===== config.mk =====
export PLATFORM = sky130hd
export DESIGN_NAME = nubus_slot_bridge
export DESIGN_NICKNAME = d
export VERILOG_FILES = /design/src/rtl/nubus_pkg.sv /design/src/rtl/nubus_slot_bridge.sv
export SDC_FILE = /design/constraint.sdc
export NUM_CORES = 1
export LEC_CHECK = 0
export CAP_MARGIN = 10
export CORE_MARGIN = 1
export CORE_UTILIZATION = 43
export CTS_CLUSTER_DIAMETER = 100
export CTS_CLUSTER_SIZE = 25
export DETAILED_ROUTE_END_ITERATION = 12
export HOLD_SLACK_MARGIN = 0.05
export PLACE_DENSITY = 0.86
export SYNTH_ARGS = -nofsm -noshare
export SYNTH_HDL_FRONTEND = slang
export SYNTH_SLANG_ARGS = --single-unit
export TNS_END_PERCENT = 30

===== constraint.sdc =====
create_clock -name clk -period 3.3 [get_ports clk]
set_clock_uncertainty 0.2 [all_clocks]
set_input_delay 0.66 -clock clk [delete_from_list [all_inputs] [get_ports clk]]
set_output_delay 0.66 -clock clk [all_outputs]
set_load 0.01 [all_outputs]

===== src/rtl/nubus_pkg.sv =====
// nubus_pkg: shared state type and constants for the NuBus slot bridge.
package nubus_pkg;
  typedef enum logic [1:0] {IDLE, REQ, DONE, ERR} state_t;
  localparam logic [3:0] SLOT_SPACE = 4'hF;
  localparam int TIMEOUT_W = 8;
endpackage


===== src/rtl/nubus_slot_bridge.sv =====
// nubus_slot_bridge: 68k bus to NuBus slot card bridge with select/ack handshake and IRQ forwarding.
module nubus_slot_bridge
  import nubus_pkg::*;
#(
  parameter logic [3:0] SLOT_ID = 4'h9,
  parameter int TIMEOUT_CYCLES = 255
) (
  input  logic        clk,
  input  logic        reset_n,
  input  logic [31:0] cpu_addr,
  input  logic [15:0] cpu_data_in,
  output logic [15:0] cpu_data_out,
  input  logic        cpu_as_n,
  input  logic        cpu_uds_n,
  input  logic        cpu_lds_n,
  input  logic        cpu_rw,
  output logic        cpu_dtack_n,
  output logic        cpu_berr_n,
  output logic        slot_hit,
  output logic [31:0] slot_addr,
  output logic [15:0] slot_wdata,
  input  logic [15:0] slot_rdata,
  output logic [1:0]  slot_uds_lds,
  output logic        slot_rw_n,
  output logic        slot_select,
  input  logic        slot_ack_n,
  input  logic        slot_nmrq_n,
  output logic        slot_irq_n
);
  state_t state;
  logic start;
  assign slot_hit = cpu_addr[31:24] == {SLOT_SPACE, SLOT_ID};
  assign start = !cpu_as_n && (!cpu_uds_n || !cpu_lds_n) && slot_hit && slot_ack_n;
`ifdef NUBUS_TIMEOUT_EN
  localparam int CW = TIMEOUT_CYCLES > 255 ? 16 : TIMEOUT_W;
  logic [CW-1:0] tcnt;
  logic berr_n, tmo;
  assign tmo = state == REQ && slot_ack_n && tcnt == CW'(TIMEOUT_CYCLES - 1);
  assign cpu_berr_n = berr_n;
  always_ff @(posedge clk)
    if (!reset_n || state != REQ) tcnt <= '0;
    else tcnt <= tcnt + 1'b1;
  always_ff @(posedge clk)
    if (!reset_n) berr_n <= 1'b1;
    else if (tmo) berr_n <= 1'b0;
    else if (state == ERR && cpu_as_n) berr_n <= 1'b1;
`else
  assign cpu_berr_n = 1'b1;
`endif
  always_ff @(posedge clk) begin
    if (!reset_n) begin
      state        <= IDLE;
      cpu_dtack_n  <= 1'b1;
      slot_select  <= 1'b0;
      slot_irq_n   <= 1'b1;
      cpu_data_out <= '0;
      slot_addr    <= '0;
      slot_wdata   <= '0;
      slot_uds_lds <= '0;
      slot_rw_n    <= 1'b1;
    end else begin
      slot_irq_n <= slot_nmrq_n;
      case (state)
        IDLE: if (start) begin
          slot_addr    <= cpu_addr;
          slot_wdata   <= cpu_data_in;
          slot_uds_lds <= {~cpu_uds_n, ~cpu_lds_n};
          slot_rw_n    <= cpu_rw;
          slot_select  <= 1'b1;
          state        <= REQ;
        end
        REQ: if (!slot_ack_n) begin
          if (slot_rw_n) cpu_data_out <= slot_rdata;
          cpu_dtack_n <= 1'b0;
          slot_select <= 1'b0;
          state       <= DONE;
        end
`ifdef NUBUS_TIMEOUT_EN
        else if (tmo) begin
          slot_select <= 1'b0;
          state       <= ERR;
        end
        ERR: if (cpu_as_n) state <= IDLE;
`endif
        DONE: if (cpu_as_n) begin
          cpu_dtack_n <= 1'b1;
          state       <= IDLE;
        end
        default: state <= IDLE;
      endcase
    end
  end
endmodule


==> results by group <==
Logic synthesis
  – Yosys warnings: 0
  – Cell Area, Synth: 0.002830 mm2
  – Net Count, Synth: 374
  – Post-synthesis cell type count: 28
  – Synth Area in XOR/XNOR: 0
  – Register area share after synthesis: 0.5093
  – Post-Synth Simple-Gate Area: 0.2034
  – Cells after synthesis: 302
  – Yosys reg bits: 72
  – Mux cell area share after synthesis: 0.1521
  – Compound-gate portion of the synthesized area: 0.08223
  – Post-Synth Adder-Cell Area: 0
  – Combinational family with the most area after synthesis: simple AND/OR/NAND/NOR gates
  – Mean post-synth cell area: 9.372 um2

Route
  – Drt first pass iters: 4
  – Post-DRT Antenna Nets: 0
  – WL/cell: 13.40 um
  – DR DRC count: 0
  – Initial DRC count: 107
  – Via density: 4.774
  – Vias: 2468
  – Routed WL: 6.930 mm

Place
  – Placed instance area: 0.004238 mm2
  – Worst slack, placed: 0.3981 ns
  – IO buf count: 142
  – HPWL after DPL: 4.931 mm
  – Placed insts: 501
  – Routability congestion estimate: 0.7812

Clock tree
  – Clock-pin slew on the worst setup and hold paths: 0.07 ns
  – Htree depth: 3
  – Hold_buf cts: 0
  – Clock sinks: 72
  – Setup Buffers After CTS: 0
  – CTS tree: yes
  – Clk buf depth: 2
  – CTS resizes: 0
  – CTS root buffer: clkbuf_8
  – Worst-Skew Late Latency: 0.32 ns
  – Number of buffers created by CTS: 9

Outcome
  – Status: finished, final reports clean

Setup path
  – Worst setup path end: slot_hit
  – CP Launch Point: cpu_addr[26]
  – CP max FO: 2
  – CP arrival: 2.02 ns
  – Most Frequent Cell on Critical Path: clkdlybuf4s50_1
  – Max incr delay on CP: 0.55 ns
  – Worst path depth: 4
  – WP data required: 2.44 ns
  – Reg2Reg Setup Slack: 1.19 ns
  – CP endpoint kind: output pin
  – CP delay by family, top: buffers and inverters
  – RR Endpoint: slot_addr[20]$_SDFFE_PN0P_
  – Reg-to-Reg Start: state[1]$_SDFFE_PN0P_
  – Critical path startpoint category: input pin
  – WP buf/inv: 2
  – Critical path's slowest cell: clkdlybuf4s50_1
  – Crit Path Category: input pin to output pin
  – R2R depth: 4
  – Crit-path cells: clkdlybuf4s50_1 > nand4bb_1 > nor2_1 > clkdlybuf4s50_1

Layout
  – Footprint of the multi-input gates: 0.001242 mm2
  – Fillers: 468
  – Count of non-filler cells in the finished layout: 517
  – Sequential cell area: 0.001441 mm2
  – Design area: 0.004410 mm2
  – Leading cell type in the layout, fill and taps excluded: clkdlybuf4s50_1
  – Fraction of layout cells with a size suffix above 1: 0.06136
  – Area Growth Syn to Fin: 55.84%
  – Diode count: 0
  – Final Net Count: 507
  – Commonest non-fill, non-tap cells in the layout: clkdlybuf4s50_1 (141), nand2_1 (115), dfxtp_1 (72)

Power and ir drop
  – Pwr dens: 364.5 mW/mm2
  – VDD IR max: 0.0002332 V
  – Internal: 1.246 mW
  – Net Sw Frac: 0.2251
  – Part of the power in the clock network: 0.377
  – Sequential share of power: 0.541
  – Combinational share of power: 0.082
  – Switching power total: 0.3618 mW
  – Leakage: 1.540 nW

Timing
  – Period utilisation layout: 0.8726
  – Rel. slew slack: 0.5131
  – Setup TNS: 0 ns
  – Final setup viols: 0
  – Max Slew Vio Count: 0
  – Final setup margin: 0.4203 ns
  – Final Hold Viols: 0
  – Min Tclk post-route: 2.880 ns
  – Fmax: 0.3473 GHz
  – Least-Margin Pin Slew: 0.7304 ns
  – RSZ-0062 raised after global routing: no

Die
  – Total core area: 0.006350 mm2
  – Die W: 83.13 um
  – Die height: 83.13 um
  – Initial Utilization: 0.4457
  – Cell Rows: 29
  – Die Area: 0.006911 mm2
  – # IOs: 144

GRT
  – First-pass GRT wire length: 11.31 mm
  – Total grt overflow: 0
  – Global Route Usage Sum: 0.2050
  – Largest net degree at the start of global routing: 83
  – Vias in the first global route: 2406
  – Antenna violations before repair: 0

Flow run
  – Max-cap violations: 0

Min path
  – Worst hold path type: flip-flop to flip-flop
## state kept, by name, indices dropped and copies added (netlist names)
name          cells
slot_addr        32
cpu_data_out     16
slot_wdata       16
slot_uds_lds      2
state             2
cpu_dtack_n       1
slot_irq_n        1
slot_rw_n         1
slot_select       1
## layer usage
| metal | global-route usage | wire length [um] | vias up |
|---|---|---|---|
| li1 | - | - | 1244 |
| met1 | 0.2336 | 2917 | 1135 |
| met2 | 0.3629 | 3517 | 77 |
| met3 | 0.05169 | 372 | 12 |
| met4 | 0.08621 | 122 | 0 |
| met5 | 0 | 0 | - |
## worst min-delay path: stages (launching register included)
cell and delay [ns]:
dfxtp_1 0.31, nand2_1 0.05, mux2i_1 0.05
## cell usage after synthesis (all sizes together)
master / n / area [um2]
o21ai: 1 / 5.000
a21boi: 17 / 127.6
dfxtp: 72 / 1441
a2111oi: 1 / 27.53
nand2b: 4 / 25.02
and2: 1 / 6.260
nor2b: 2 / 12.51
o21a: 7 / 52.55
and4bb: 1 / 12.51
or4b: 1 / 13.76
mux2i: 43 / 430.4
conb: 1 / 3.750
a21oi: 2 / 10.01
and3b: 2 / 20.02
clkbuf: 17 / 63.81
nand4: 1 / 6.260
o211a: 1 / 10.01
nand4bb: 1 / 11.26
or4bb: 1 / 12.51
inv: 1 / 3.750
nand2: 115 / 431.7
nor3b: 1 / 7.510
nor2: 2 / 7.510
buf: 6 / 78.83
or3b: 1 / 8.760
## how the worst min path moves through the flow
stage                                      start                           end  slack [ns]  depth (start not counted)
floorplan              slot_addr[0]$_SDFFE_PN0P_     slot_addr[0]$_SDFFE_PN0P_        0.28                          2
global placement       slot_addr[4]$_SDFFE_PN0P_     slot_addr[4]$_SDFFE_PN0P_        0.24                          2
detailed placement    slot_wdata[1]$_SDFFE_PN0P_    slot_wdata[1]$_SDFFE_PN0P_        0.25                          2
CTS                    slot_addr[5]$_SDFFE_PN0P_     slot_addr[5]$_SDFFE_PN0P_        0.26                          2
global route        cpu_data_out[3]$_SDFFE_PN0P_  cpu_data_out[3]$_SDFFE_PN0P_        0.28                          2
finish                slot_wdata[1]$_SDFFE_PN0P_    slot_wdata[1]$_SDFFE_PN0P_        0.26                          2
## through the flow
step / hold WS, ns / power, mW / util
5_1_grt: 0.2797 / 1.677 / 0.6946
2_1_floorplan: 0.2790 / 0.9290 / -
3_3_place_gp: 0.2409 / 1.020 / 0.6674
4_1_cts: 0.2615 / 1.627 / 0.6946
3_5_place_dp: 0.2458 / 1.022 / 0.6674
6_report: 0.2557 / 1.607 / 0.6946
## layout make-up
class,count,share of cell area
Sequential cell,72,0.3268
Clock inverter,6,0.007943
Multi-Input combinational cell,206,0.2817
Tap cell,77,0.02184
Inverter,1,0.0008511
Timing Repair Buffer,145,0.3296
Clock buffer,10,0.03121
## cells by family after synthesis
kind of cell           Yosys count
AND/OR/NAND/NOR                133
multiplexers                    43
other                            1
buffers and inverters           24
flip-flops                      72
AO/OA/AOI/OAI                   29
## power by group through the flow
stage	Combinational (mW)	Clock (mW)	Sequential, mW
floorplan	0.0387	0	0.890
finish	0.132	0.606	0.870
global placement	0.131	0	0.890
global route	0.143	0.665	0.869
detailed placement	0.132	0	0.890
CTS	0.133	0.624	0.869
Power figures use the tool's default switching activity.
